--- src/rtl/cpu_ctrl_pkg.sv ---
// Shared control-path constants: forward selects, halt FSM states, drain depth.
// Also a saturating 16-bit increment for the performance counters.
package cpu_ctrl_pkg;

  localparam logic [1:0] FWD_REG = 2'b00;
  localparam logic [1:0] FWD_WB  = 2'b01;
  localparam logic [1:0] FWD_MEM = 2'b10;

  typedef enum logic [1:0] {
    ST_RUN    = 2'd0,
    ST_DRAIN  = 2'd1,
    ST_HALTED = 2'd2
  } ctrl_state_t;

  localparam logic [1:0] DRAIN_DEPTH = 2'd3;

  function automatic logic [15:0] sat_inc(
    input logic [15:0] v
  );
    return (v == 16'hFFFF) ? v : v + 16'd1;
  endfunction

endpackage

--- src/rtl/fwd_sel.sv ---
// ALU operand forward select for one EX source register.
// Ports: src, M/W dest+enable in; 2-bit sel out (MEM wins over WB).
module fwd_sel
  import cpu_ctrl_pkg::*;
(
  input  logic [4:0] src,
  input  logic [4:0] addr_m,
  input  logic       en_m,
  input  logic [4:0] addr_w,
  input  logic       en_w,
  output logic [1:0] sel
);

  logic hit_m;
  logic hit_w;

  assign hit_m = en_m && (addr_m != 5'd0) && (addr_m == src);
  assign hit_w = en_w && (addr_w != 5'd0) && (addr_w == src);

  always_comb begin
    sel = FWD_REG;
    if (hit_m)      sel = FWD_MEM;
    else if (hit_w) sel = FWD_WB;
  end

endmodule

--- src/rtl/hazard_ctrl.sv ---
// Pipeline hazard unit: forwarding, load-use stall, branch flush, halt drain.
// Ports: ID/EX/MEM/WB reg fields in; stall/flush/fwd, Halted, perf counts out.
module hazard_ctrl
  import cpu_ctrl_pkg::*;
(
  input  logic        CLOCK,
  input  logic        RESET,
  input  logic [4:0]  Rs_D,
  input  logic [4:0]  Rt_D,
  input  logic        Halt_D,
  input  logic [4:0]  Rs_E,
  input  logic [4:0]  Rt_E,
  input  logic [4:0]  RegAddr3_E,
  input  logic        RegWriteEN_E,
  input  logic        Mem2RegSEL_E,
  input  logic [4:0]  RegAddr3_M,
  input  logic        RegWriteEN_M,
  input  logic [4:0]  RegAddr3_W,
  input  logic        RegWriteEN_W,
  input  logic        PCSrc_M,
  output logic        StallF,
  output logic        StallD,
  output logic        FlushD,
  output logic        FlushE,
  output logic        FlushM,
  output logic [1:0]  FwdA_E,
  output logic [1:0]  FwdB_E,
  output logic        Halted,
  output logic [15:0] StallCount,
  output logic [15:0] FlushCount
);

  ctrl_state_t state_q, state_n;
  logic [1:0]  cnt_q, cnt_n;
  logic        halted_n;
  logic [1:0]  fwd_a, fwd_b;
  logic        load_use;

  fwd_sel u_fwd_a (
    .src    (Rs_E),
    .addr_m (RegAddr3_M),
    .en_m   (RegWriteEN_M),
    .addr_w (RegAddr3_W),
    .en_w   (RegWriteEN_W),
    .sel    (fwd_a)
  );

  fwd_sel u_fwd_b (
    .src    (Rt_E),
    .addr_m (RegAddr3_M),
    .en_m   (RegWriteEN_M),
    .addr_w (RegAddr3_W),
    .en_w   (RegWriteEN_W),
    .sel    (fwd_b)
  );

  assign load_use = RegWriteEN_E && Mem2RegSEL_E
                 && (RegAddr3_E != 5'd0)
                 && ((RegAddr3_E == Rs_D) || (RegAddr3_E == Rt_D))
                 && !Halt_D;

  always_comb begin
    state_n  = state_q;
    cnt_n    = cnt_q;
    halted_n = Halted;
    StallF   = 1'b0;
    StallD   = 1'b0;
    FlushD   = 1'b0;
    FlushE   = 1'b0;
    FlushM   = 1'b0;
    FwdA_E   = fwd_a;
    FwdB_E   = fwd_b;

    unique case (state_q)
      ST_RUN: begin
        if (load_use) begin
          StallF = 1'b1;
          StallD = 1'b1;
          FlushE = 1'b1;
        end
        if (Halt_D && !PCSrc_M) begin
          state_n = ST_DRAIN;
          cnt_n   = DRAIN_DEPTH;
        end
      end
      ST_DRAIN: begin
        StallF = 1'b1;
        StallD = 1'b1;
        FlushE = 1'b1;
        if (PCSrc_M) begin
          // halt was on the wrong path
          state_n = ST_RUN;
          cnt_n   = 2'd0;
        end else if (cnt_q == 2'd1) begin
          state_n  = ST_HALTED;
          cnt_n    = 2'd0;
          halted_n = 1'b1;
        end else begin
          cnt_n = cnt_q - 2'd1;
        end
      end
      ST_HALTED: begin
        StallF = 1'b1;
        StallD = 1'b1;
        FlushE = 1'b1;
      end
      default: begin
        state_n = ST_RUN;
        cnt_n   = 2'd0;
      end
    endcase

    // taken branch beats load-use and halt stalls
    if (PCSrc_M) begin
      StallF = 1'b0;
      StallD = 1'b0;
      FlushD = 1'b1;
      FlushE = 1'b1;
      FlushM = 1'b1;
    end

    if (RESET) begin
      StallF = 1'b0;
      StallD = 1'b0;
      FlushD = 1'b1;
      FlushE = 1'b1;
      FlushM = 1'b1;
      FwdA_E = FWD_REG;
      FwdB_E = FWD_REG;
    end
  end

  always_ff @(posedge CLOCK) begin
    if (RESET) begin
      state_q    <= ST_RUN;
      cnt_q      <= 2'd0;
      Halted     <= 1'b0;
      StallCount <= 16'd0;
      FlushCount <= 16'd0;
    end else begin
      state_q <= state_n;
      cnt_q   <= cnt_n;
      Halted  <= halted_n;
      if (StallF) StallCount <= sat_inc(StallCount);
      if (FlushD) FlushCount <= sat_inc(FlushCount);
    end
  end

endmodule

--- config.mk ---
export PLATFORM = sky130hd
export DESIGN_NAME = hazard_ctrl
export DESIGN_NICKNAME = d
export VERILOG_FILES = /design/src/rtl/cpu_ctrl_pkg.sv /design/src/rtl/fwd_sel.sv /design/src/rtl/hazard_ctrl.sv
export SDC_FILE = /design/constraint.sdc
export NUM_CORES = 1
export LEC_CHECK = 0
export BUFFER_PORTS_ARGS = -buffer_cell sky130_fd_sc_hd__buf_4
export CAP_MARGIN = 5
export CORE_ASPECT_RATIO = 0.75
export CORE_MARGIN = 3
export CORE_UTILIZATION = 50
export CTS_BUF_LIST = sky130_fd_sc_hd__clkbuf_8
export DETAILED_ROUTE_END_ITERATION = 10
export PLACE_DENSITY = 0.81
export RECOVER_POWER = 25
export SYNTH_ARGS = -nofsm -noshare
export SYNTH_HDL_FRONTEND = slang
export SYNTH_SLANG_ARGS = --single-unit
--- constraint.sdc ---
create_clock -name CLOCK -period 2.6 [get_ports CLOCK]
set_input_delay 0.26 -clock CLOCK [delete_from_list [all_inputs] [get_ports CLOCK]]
set_output_delay 0.26 -clock CLOCK [all_outputs]
set_load 0.03 [all_outputs]
## Word-level counts from Yosys, hierarchy flattened

Cells that the tools add are included.

- Bitwise logic cells: 4
- Add/subtract/negate cells: 3
- Equality and inequality tests: 13
- Mux-type cells: 22
- Reduce and logical (&&, ||, !) cells: 24

Operators by type and width:

| operator | number |
|---|---|
| $add A16 B1 Y16 const B | 2 |
| $eq A16 B16 Y1 const B | 2 |
| $eq A5 B5 Y1 | 6 |
| $mux W2 | 10 |
| $reduce_bool A5 Y1 | 3 |
| $pmux W2 S3 | 2 |
| $logic_and A1 B1 Y1 | 11 |
| $mux W1 | 9 |
| $reduce_and A2 Y1 | 3 |
| $reduce_and A3 Y1 | 2 |
| $eq A2 B1 Y1 const B | 2 |
| $not A1 Y1 | 4 |
| $ne A3 B3 Y1 const B | 1 |
| $eq A2 B2 Y1 const B | 1 |
| $logic_not A1 Y1 | 2 |
| $logic_not A2 Y1 | 1 |
| $ne A2 B2 Y1 const B | 1 |
| $pmux W1 S2 | 1 |
| $reduce_or A2 Y1 | 1 |
| $sub A2 B1 Y2 const B | 1 |
| $logic_or A1 B1 Y1 | 1 |

- Register bits after elaboration: 37
- Input bits: 43
- Word-level logic and storage cells: 71

## Depth between registers and ports, before layout

Gate-level depths: netlist (run 1).

- Word-level depth: 9
- Mapped depth: 9

## Hierarchy

Synthesis (run 1) repeated with hierarchy kept, for this count alone.

- Cells, all modules: 281
- Area, all modules: 2351.0 µm²

By module, submodules not included:

| module | cells an instance | times used | area each (µm²) | seq. area each (µm²) |
|---|---|---|---|---|
| hazard_ctrl | 239 | 1 | 2033.2 | 740.7 |
| fwd_sel | 21 | 2 | 158.9 | 0.0 |

## Worst setup path after synthesis (run 1)

No wires, ideal clock.

- Kind: flip-flop to output port
- Start point: register state_q[0]
- End point: output port StallF
- Stages on the path, launching flop included: 10
- Required time: 2.340 ns
- Arrival time: 2.063 ns
- Path slack: 0.277 ns
- Path through: dfxtp_1 -> inv_1 -> ha_1 -> nand4b_1 -> a21oi_1 -> a21oi_2 -> buf_2 -> buf_2 -> nor2_1 -> buf_4

- Word-level cells in the longest chain between the ends: 5
- Elaborated cells on any way between the ends: 7

Ends and longest elaborated chain:

| item | line | RTL |
|---|---|---|
| start, declared | hazard_ctrl.sv:33 | `ctrl_state_t state_q, state_n;` |
| start signal, assigned | hazard_ctrl.sv:141 | `state_q <= state_n;` |
| $eq A2 B1 Y1 / $eq A2 B2 Y1 (equally long branches) | -- |  |
| $reduce_or A2 Y1 (no line) | -- |  |
| $pmux W1 S2 * | -- |  |
| $mux W1 * (2 in series) | -- |  |
| end, declared | hazard_ctrl.sv:21 | `output logic StallF,` |

Mark *: on every way between the ends. The rest lies on a longest branch, timed or not.

## Worst setup path in the final report (run 1)

- Start point: register state_q[0]
- End point: output port StallD

- Word-level cells in the longest chain between the ends: 5
- Elaborated cells on any way between the ends: 7

Ends and longest elaborated chain:

| item | line | RTL |
|---|---|---|
| $eq A2 B1 Y1 / $eq A2 B2 Y1 (equally long branches) | hazard_ctrl.sv:74 | `unique case (state_q)` |
| $reduce_or A2 Y1 (no line) | -- |  |
| $pmux W1 S2 * | hazard_ctrl.sv:74 |  |
| $mux W1 * | hazard_ctrl.sv:114 | `if (PCSrc_M) begin` |
| $mux W1 * | hazard_ctrl.sv:122 | `if (RESET) begin` |
| end, declared | hazard_ctrl.sv:22 | `output logic StallD,` |

Marks and branches as above.

==> run summary, run 1 <==
### Status
* outcome: finished, final reports clean

### Timing
* fin. max-slew vios: 0
* least setup slack across all paths after layout: 0.341 ns
* slew margin rel.: 63.3%
* fin crit period: 2.26 ns
* Max Fclk: 0.443 GHz
* clk_skew: 0.0121 ns
* transition time at the pin with the least slew margin: 0.549 ns
* post-route fraction of the period consumed by the critical path: 86.9%
* final setup violation count: 0
* worst hold slack: 0.235 ns
* RSZ-0062 raised after global routing: no
* final count of hold timing violations: 0
* setup TNS after final layout: 0 ns

### Synthesis
* fraction of registers with async set/reset: 0%
* number of different library cells in the post-synthesis netlist: 48
* mean area per synthesized cell: 8.61 um^2
* synthesized netlist cell count: 269
* most used flip-flop cell after synthesis: dfxtp_1
* number of enable-type register cells in the synthesized netlist: 0
* Netlist Area Pre-Place: 0.00232 mm^2
* post-synthesis sequential element count: 37
* sequential fraction of the synthesis area: 32.0%
* Synth Net Count: 319
* yosys synthesis warning count: 0

### Clock network
* # hold bufs at CTS: 0
* clock tree buffer depth: 2
* Post-CTS Repair Setup Buffers: 0
* clock sinks: 37
* number of buffers created by CTS: 5
* clk_lat worst skew: 0.30 ns
* CTS tree: yes
* CTS-repair resized insts: 0
* clock-pin transition on the worst setup and hold timing paths: 0.08 ns
* number of H-tree levels: 2
* root buffer cell: clkbuf_8

### Hold path
* worst min-delay path startpoint: RESET
* Hold EP: StallCount[8]
* cell count of the worst hold path: 2
* path class of the lowest-slack min-delay path: in2reg

### Routing
* Initial DRT Pass Iterations: 4
* Routed WL per cell: 13.9 um
* total wire length: 5.68 mm
* antenna violation net count after detailed routing: 0
* detailed router's first-iteration violation count: 134
* routed vias/inst: 5.49
* via count of the routed design: 2241
* detailed-route DRC error count: 0

### Layout
* combined area of the multi-input logic cells: 0.00149 mm^2
* Sequential Area: 741 um^2
* n_diodes: 0
* synthesis-to-layout area growth: 29.4%
* leading cell type in the layout, fill and taps excluded: buf_4
* ratio of cells with drive above 1 in the final layout: 25.2%
* number of fill cells in the layout: 368
* highest-count cells in the layout ignoring fill and taps: buf_4, dfxtp_1, nor2_1
* final-stage net count: 402

### Power
* IR Drop Worst-Case VDD: 0.337 mV
* post-route total power: 1.51 mW
* reported leakage power: 1.17 nW
* power density relative to cell area: 503 mW/mm^2

### Worst setup path
* critical-path maximum fanout: 28
* endpoint arrival time on the critical path: 2.00 ns
* depth of the most critical reg-to-reg path: 8
* critical register-to-register path endpoint: StallCount[9]
* start-to-end type of the worst setup path: reg2out
* data required time of the critical path: 2.34 ns
* type of destination of the critical path: primary output
* crit path launch type: flop
* flop2flop setup slack: 0.48 ns
* origin of the critical flop-to-flop path: state_q[0]

### Floorplanning
* initial cell density of the core: 54.4%
* die extent in x: 84.6 um
* die area: 0.00549 mm^2
* Core Area: 0.00425 mm^2
* vertical extent of the die: 64.9 um
* number of top-level design ports: 85
* count of standard-cell rows: 20

### Placement
* Final HPWL DP: 4.40 mm
* pre-CTS WS: 0.498 ns
* Placer Congestion: 0.930
* Port Buffer Count: 84

### Global routing
* largest net degree at the start of global routing: 30
* global routing usage summed across all routing layers: 21.1%
* initial antenna violation count: 0
* remaining global-route overflow: 0
* global-route wire length before repair: 9.40 mm
* via count of the first global-routing pass: 2085

### Job
* Max Cap Viol: 0

==> power by group <==
part | total (mW) | switching [mW] | internal, mW
registers | 0.625 | 0.0271 | 0.598
clock network | 0.424 | 0.210 | 0.215
logic | 0.459 | 0.277 | 0.182
total | 1.51 | 0.514 | 0.995
==> sequential cells by signal, indices dropped and copies added (netlist names) <==
| name | count |
|---|---|
| StallCount | 16 |
| Halted | 1 |
| cnt_q | 2 |
| state_q | 2 |
| FlushCount | 16 |
==> routing by layer <==
layer | part of all wire (%) | global-route usage, % | up-vias
met5 | 0 | 0 | -
li1 | - | - | 1139
met3 | 7.0 | 6.86 | 7
met1 | 46 | 27.6 | 1017
met2 | 46 | 33.0 | 78
met4 | 1.2 | 6.52 | 0
==> kinds of logic after synthesis <==
family	after synthesis	share of synthesized area (%)
multiplexers	8	3.73
AND/OR/NAND/NOR	121	28.8
adder cells (fa/ha/maj)	7	3.78
XOR/XNOR	44	16.6
flip-flops	37	32.0
AO/OA/AOI/OAI	36	11.4
buffers and inverters	16	3.67
==> cell usage after synthesis, types with 2 or more instances <==
cell      number  share of area, %
buf_6          2              0.97
o21ai_1        2              0.43
o311ai_1       2              0.76
mux2_1         5               2.4
o41ai_1        3               1.1
xnor2_1       30                11
nor2b_1        6               1.6
dfxtp_1       37                32
inv_1          6              0.97
ha_1           7               3.8
nand2b_1       2              0.54
nand2_1       16               2.6
buf_4          2              0.65
o21ai_0        4              0.86
and3_4         2              0.97
or4_1          6               1.9
nand3_1       17               3.7
nand4_1        5               1.4
a21oi_1       11               2.4
o31ai_1        4               1.3
o311ai_0       2              0.76
nor4_1         4               1.1
nor4_2         3               1.6
or3_1          2              0.54
nor2_1        32               5.2
and3_1         6               1.6
nor3_1        11               2.4
a211oi_1       2              0.65
mux2i_1        3               1.3
xor2_1        14               5.3
buf_2          2              0.43
buf_1          3              0.49
==> final cells by class <==
type | instances | area share (%)
multi-input combinational | 216 | 49.7
sequential | 37 | 24.7
timing repair buffer | 86 | 19.3
clock buffer | 6 | 2.76
tap | 55 | 2.30
inverter | 6 | 0.752
clock inverter | 2 | 0.459
==> worst max path at each step <==
stage	startpoint	endpoint	slack (ns)	cells after the start
finish	state_q[0]	StallD	0.34	8
global route	state_q[1]	FlushE	0.19	8
CTS	state_q[1]	StallD	0.34	8
detailed placement	state_q[1]	StallCount[5]	0.50	8
global placement	StallCount[7]	StallCount[5]	0.58	6
floorplan	state_q[0]	StallF	0.28	9
==> stage by stage <==
step / util (%) / cell area (um^2) / instances
after floorplan: - / 2320 / 269
after global placement: 69.8 / 2970 / 400
after detailed placement: 69.8 / 2970 / 400
after CTS: 72.0 / 3060 / 408
after global routing: 70.4 / 3000 / 408
final: 70.4 / 3000 / 408
==> worst max-delay path, cell delays in order, from the launching register on <==
cell,delay (ns)
dfxtp_1,0.34
inv_1,0.09
ha_1,0.24
nand4b_1,0.14
a21oi_1,0.20
a21oi_2,0.09
buf_4,0.23
nor2_1,0.19
buf_4,0.19
No activity file was read; power rests on OpenSTA's default activity.
==> run 2, diff against run 1 <==
--- a/config.mk
+++ b/config.mk
@@ -8,10 +8,11 @@
 export BUFFER_PORTS_ARGS = -buffer_cell sky130_fd_sc_hd__buf_4
 export CAP_MARGIN = 5
 export CORE_ASPECT_RATIO = 0.75
-export CORE_MARGIN = 3
+export CORE_MARGIN = 10
 export CORE_UTILIZATION = 50
 export CTS_BUF_LIST = sky130_fd_sc_hd__clkbuf_8
 export DETAILED_ROUTE_END_ITERATION = 10
+export MAX_ROUTING_LAYER = met4
 export PLACE_DENSITY = 0.81
 export RECOVER_POWER = 25
 export SYNTH_ARGS = -nofsm -noshare
==> run 2 against run 1 <==
  * Fmax rose by 1.9%
  * Utilization fell by 3.2 points
  * First-iteration DRC count shrank 24%
  * Critical path depth unchanged
  * Clock power down 3%
  * Global-route usage shrank 5.1 points
  * Sequential cell count stayed put
  * Register-to-register slack better by 0.03 ns
  * Power is 0.91% higher
  * Sequential share of layout area decreased by 0.062 points
  * Die area is 42% higher
  * Setup slack better by 0.042 ns
  * Largest power group unchanged
==> run summary, run 2 (synthesis results as in run 1) <==
### Status
* outcome: finished, final reports clean

### Clock network
* root buffer cell: clkbuf_8
* # hold bufs at CTS: 0, unchanged
* Post-CTS Repair Setup Buffers: 0, unchanged
* clock-pin transition on the worst setup and hold timing paths: 0.08 ns, about the same
* number of H-tree levels: 2, unchanged
* number of buffers created by CTS: 5, unchanged
* clock tree buffer depth: 2, unchanged
* clk_lat worst skew: 0.29 ns, about the same
* CTS tree: yes
* clock sinks: 37, unchanged
* CTS-repair resized insts: 0, unchanged

### Routing
* via count of the routed design: 2267, +1.2%
* antenna violation net count after detailed routing: 0, unchanged
* routed vias/inst: 5.52, +0.42%
* Initial DRT Pass Iterations: 4, unchanged
* Routed WL per cell: 15.3 um, +10%
* detailed-route DRC error count: 0, unchanged
* detailed router's first-iteration violation count: 102, -24%
* total wire length: 6.30 mm, +11%

### Timing
* post-route fraction of the period consumed by the critical path: 85.2%, -1.6 points
* setup TNS after final layout: 0 ns, unchanged
* final count of hold timing violations: 0, unchanged
* transition time at the pin with the least slew margin: 0.576 ns, +0.0267 ns
* clk_skew: 0.00743 ns, -0.00471 ns
* fin. max-slew vios: 0, unchanged
* slew margin rel.: 61.5%, -1.8 points
* RSZ-0062 raised after global routing: no
* fin crit period: 2.22 ns, -0.0421 ns
* Max Fclk: 0.451 GHz, +1.9%
* final setup violation count: 0, unchanged
* least setup slack across all paths after layout: 0.384 ns, +0.0421 ns
* worst hold slack: 0.310 ns, +0.0750 ns

### Placement
* Final HPWL DP: 5.02 mm, +14%
* pre-CTS WS: 0.520 ns, +0.0216 ns
* Placer Congestion: 0.864, -7.1%
* Port Buffer Count: 84, unchanged

### Power
* IR Drop Worst-Case VDD: 0.318 mV, -5.5%
* net switching fraction of the power: 34.0%, -0.075 points
* clock power share: 27.1%, -1.0 points
* reported leakage power: 1.17 nW, -0.23%
* part of the power in combinational logic: 31.7%, +1.3 points
* NetSw: 0.517 mW, +0.69%
* sequential fraction of design power: 41.2%, -0.3 points
* power density relative to cell area: 507 mW/mm^2, +0.66%
* cell-internal power: 1.01 mW, +1.0%

### Floorplanning
* number of top-level design ports: 85, unchanged
* die area: 0.00778 mm^2, +42%
* die extent in x: 98.6 um, +17%
* initial cell density of the core: 51.8%, -2.6 points
* Core Area: 0.00447 mm^2, +5.0%
* vertical extent of the die: 78.9 um, +22%
* count of standard-cell rows: 21, +5.0%

### Worst setup path
* type of destination of the critical path: primary output
* depth of the most critical reg-to-reg path: 7, -1
* flop2flop setup slack: 0.51 ns, +0.03 ns
* start-to-end type of the worst setup path: reg2out
* crit path launch type: flop
* endpoint arrival time on the critical path: 1.96 ns, -0.04 ns
* critical-path maximum fanout: 15, -46%
* data required time of the critical path: 2.34 ns, about the same
* critical path startpoint: state_q[0]
* origin of the critical flop-to-flop path: StallCount[0]
* critical register-to-register path endpoint: StallCount[7]
* capture point of the worst path: FlushE

### Layout
* final-stage net count: 404, +0.50%
* number of fill cells in the layout: 392, +6.5%
* n_diodes: 0, unchanged
* leading cell type in the layout, fill and taps excluded: buf_4
* highest-count cells in the layout ignoring fill and taps: buf_4, dfxtp_1, nor2_1
* synthesis-to-layout area growth: 29.7%
* ratio of cells with drive above 1 in the final layout: 25.1%, -0.071 points
* biggest regs: FlushCount x16, StallCount x16

### Global routing
* global-route wire length before repair: 10.5 mm, +11%
* remaining global-route overflow: 0, unchanged
* gr busiest metal: met2
* largest net degree at the start of global routing: 27, -10%
* GR Layer Usage met1: 20.0%, -7.6 points
* via count of the first global-routing pass: 2259, +8.3%
* initial antenna violation count: 0, unchanged
* global routing usage summed across all routing layers: 16.0%, -5.1 points
* M3 GR Usage: 2.68%, -4.2 points
* global-route met2 utilization: 25.4%, -7.6 points

### Job
* Max Cap Viol: 0, unchanged

### Hold path
* path class of the lowest-slack min-delay path: in2reg

[run 2: cell count changes in the layout (fill, tap and decap cells not counted)]
cell	delta
clkinv_2	-1
clkinv_4	-1
clkinvlp_4	+1
buf_4	+1
clkbuf_1	+1
[run 2: through the flow]
step	std cells	instance area, um^2	util [%]	total power, mW
2_1_floorplan	269	2320	-	0.949
3_3_place_gp	404	2990	66.8	1.10
3_5_place_dp	404	2990	66.8	1.12
4_1_cts	411	3080	68.9	1.53
5_1_grt	411	3000	67.3	1.61
6_report	411	3000	67.3	1.52
[run 2: worst min path at each step]
stage,slack (ns),cells past startpoint,to,startpoint
after floorplan,0.48,2,cnt_q[1],cnt_q[1]
after global placement,0.47,2,Halted,Halted
after detailed placement,0.46,2,Halted,Halted
after CTS,0.30,2,FlushCount[4],RESET
after global routing,0.31,2,FlushCount[12],RESET
final,0.31,2,StallCount[10],RESET
[run 2: power groups by stage]
stage	sequential (mW)	clock, mW	combinational (mW)
4_1_cts	0.627	0.423	0.485
6_report	0.627	0.413	0.482
5_1_grt	0.632	0.443	0.533
2_1_floorplan	0.651	0	0.299
3_5_place_dp	0.641	0	0.484
3_3_place_gp	0.638	0	0.467
[run 2: critical path: stages, from the launching register on]
cell	delay, ns
dfxtp_1	0.40
inv_1	0.08
ha_1	0.27
nand4b_1	0.12
a21oi_1	0.05
a21oi_2	0.18
buf_4	0.24
o21ai_0	0.12
buf_4	0.20
[run 2: layout make-up]
class | count | area [um^2] | share of cell area, %
Multi-Input combinational cell | 216 | 1490 | 49.6
Sequential cell | 37 | 741 | 24.7
Timing Repair Buffer | 88 | 589 | 19.6
Clock buffer | 6 | 82.6 | 2.75
Tap cell | 57 | 71.3 | 2.37
Inverter | 6 | 22.5 | 0.750
Clock inverter | 1 | 7.51 | 0.250
[run 2: metal layers]
metal  part of all wire (%)  vias up
met3                    4.7        8
met1                     47     1052
met4                    1.5        0
li1                       -     1130
met5                      0        -
met2                     47       77
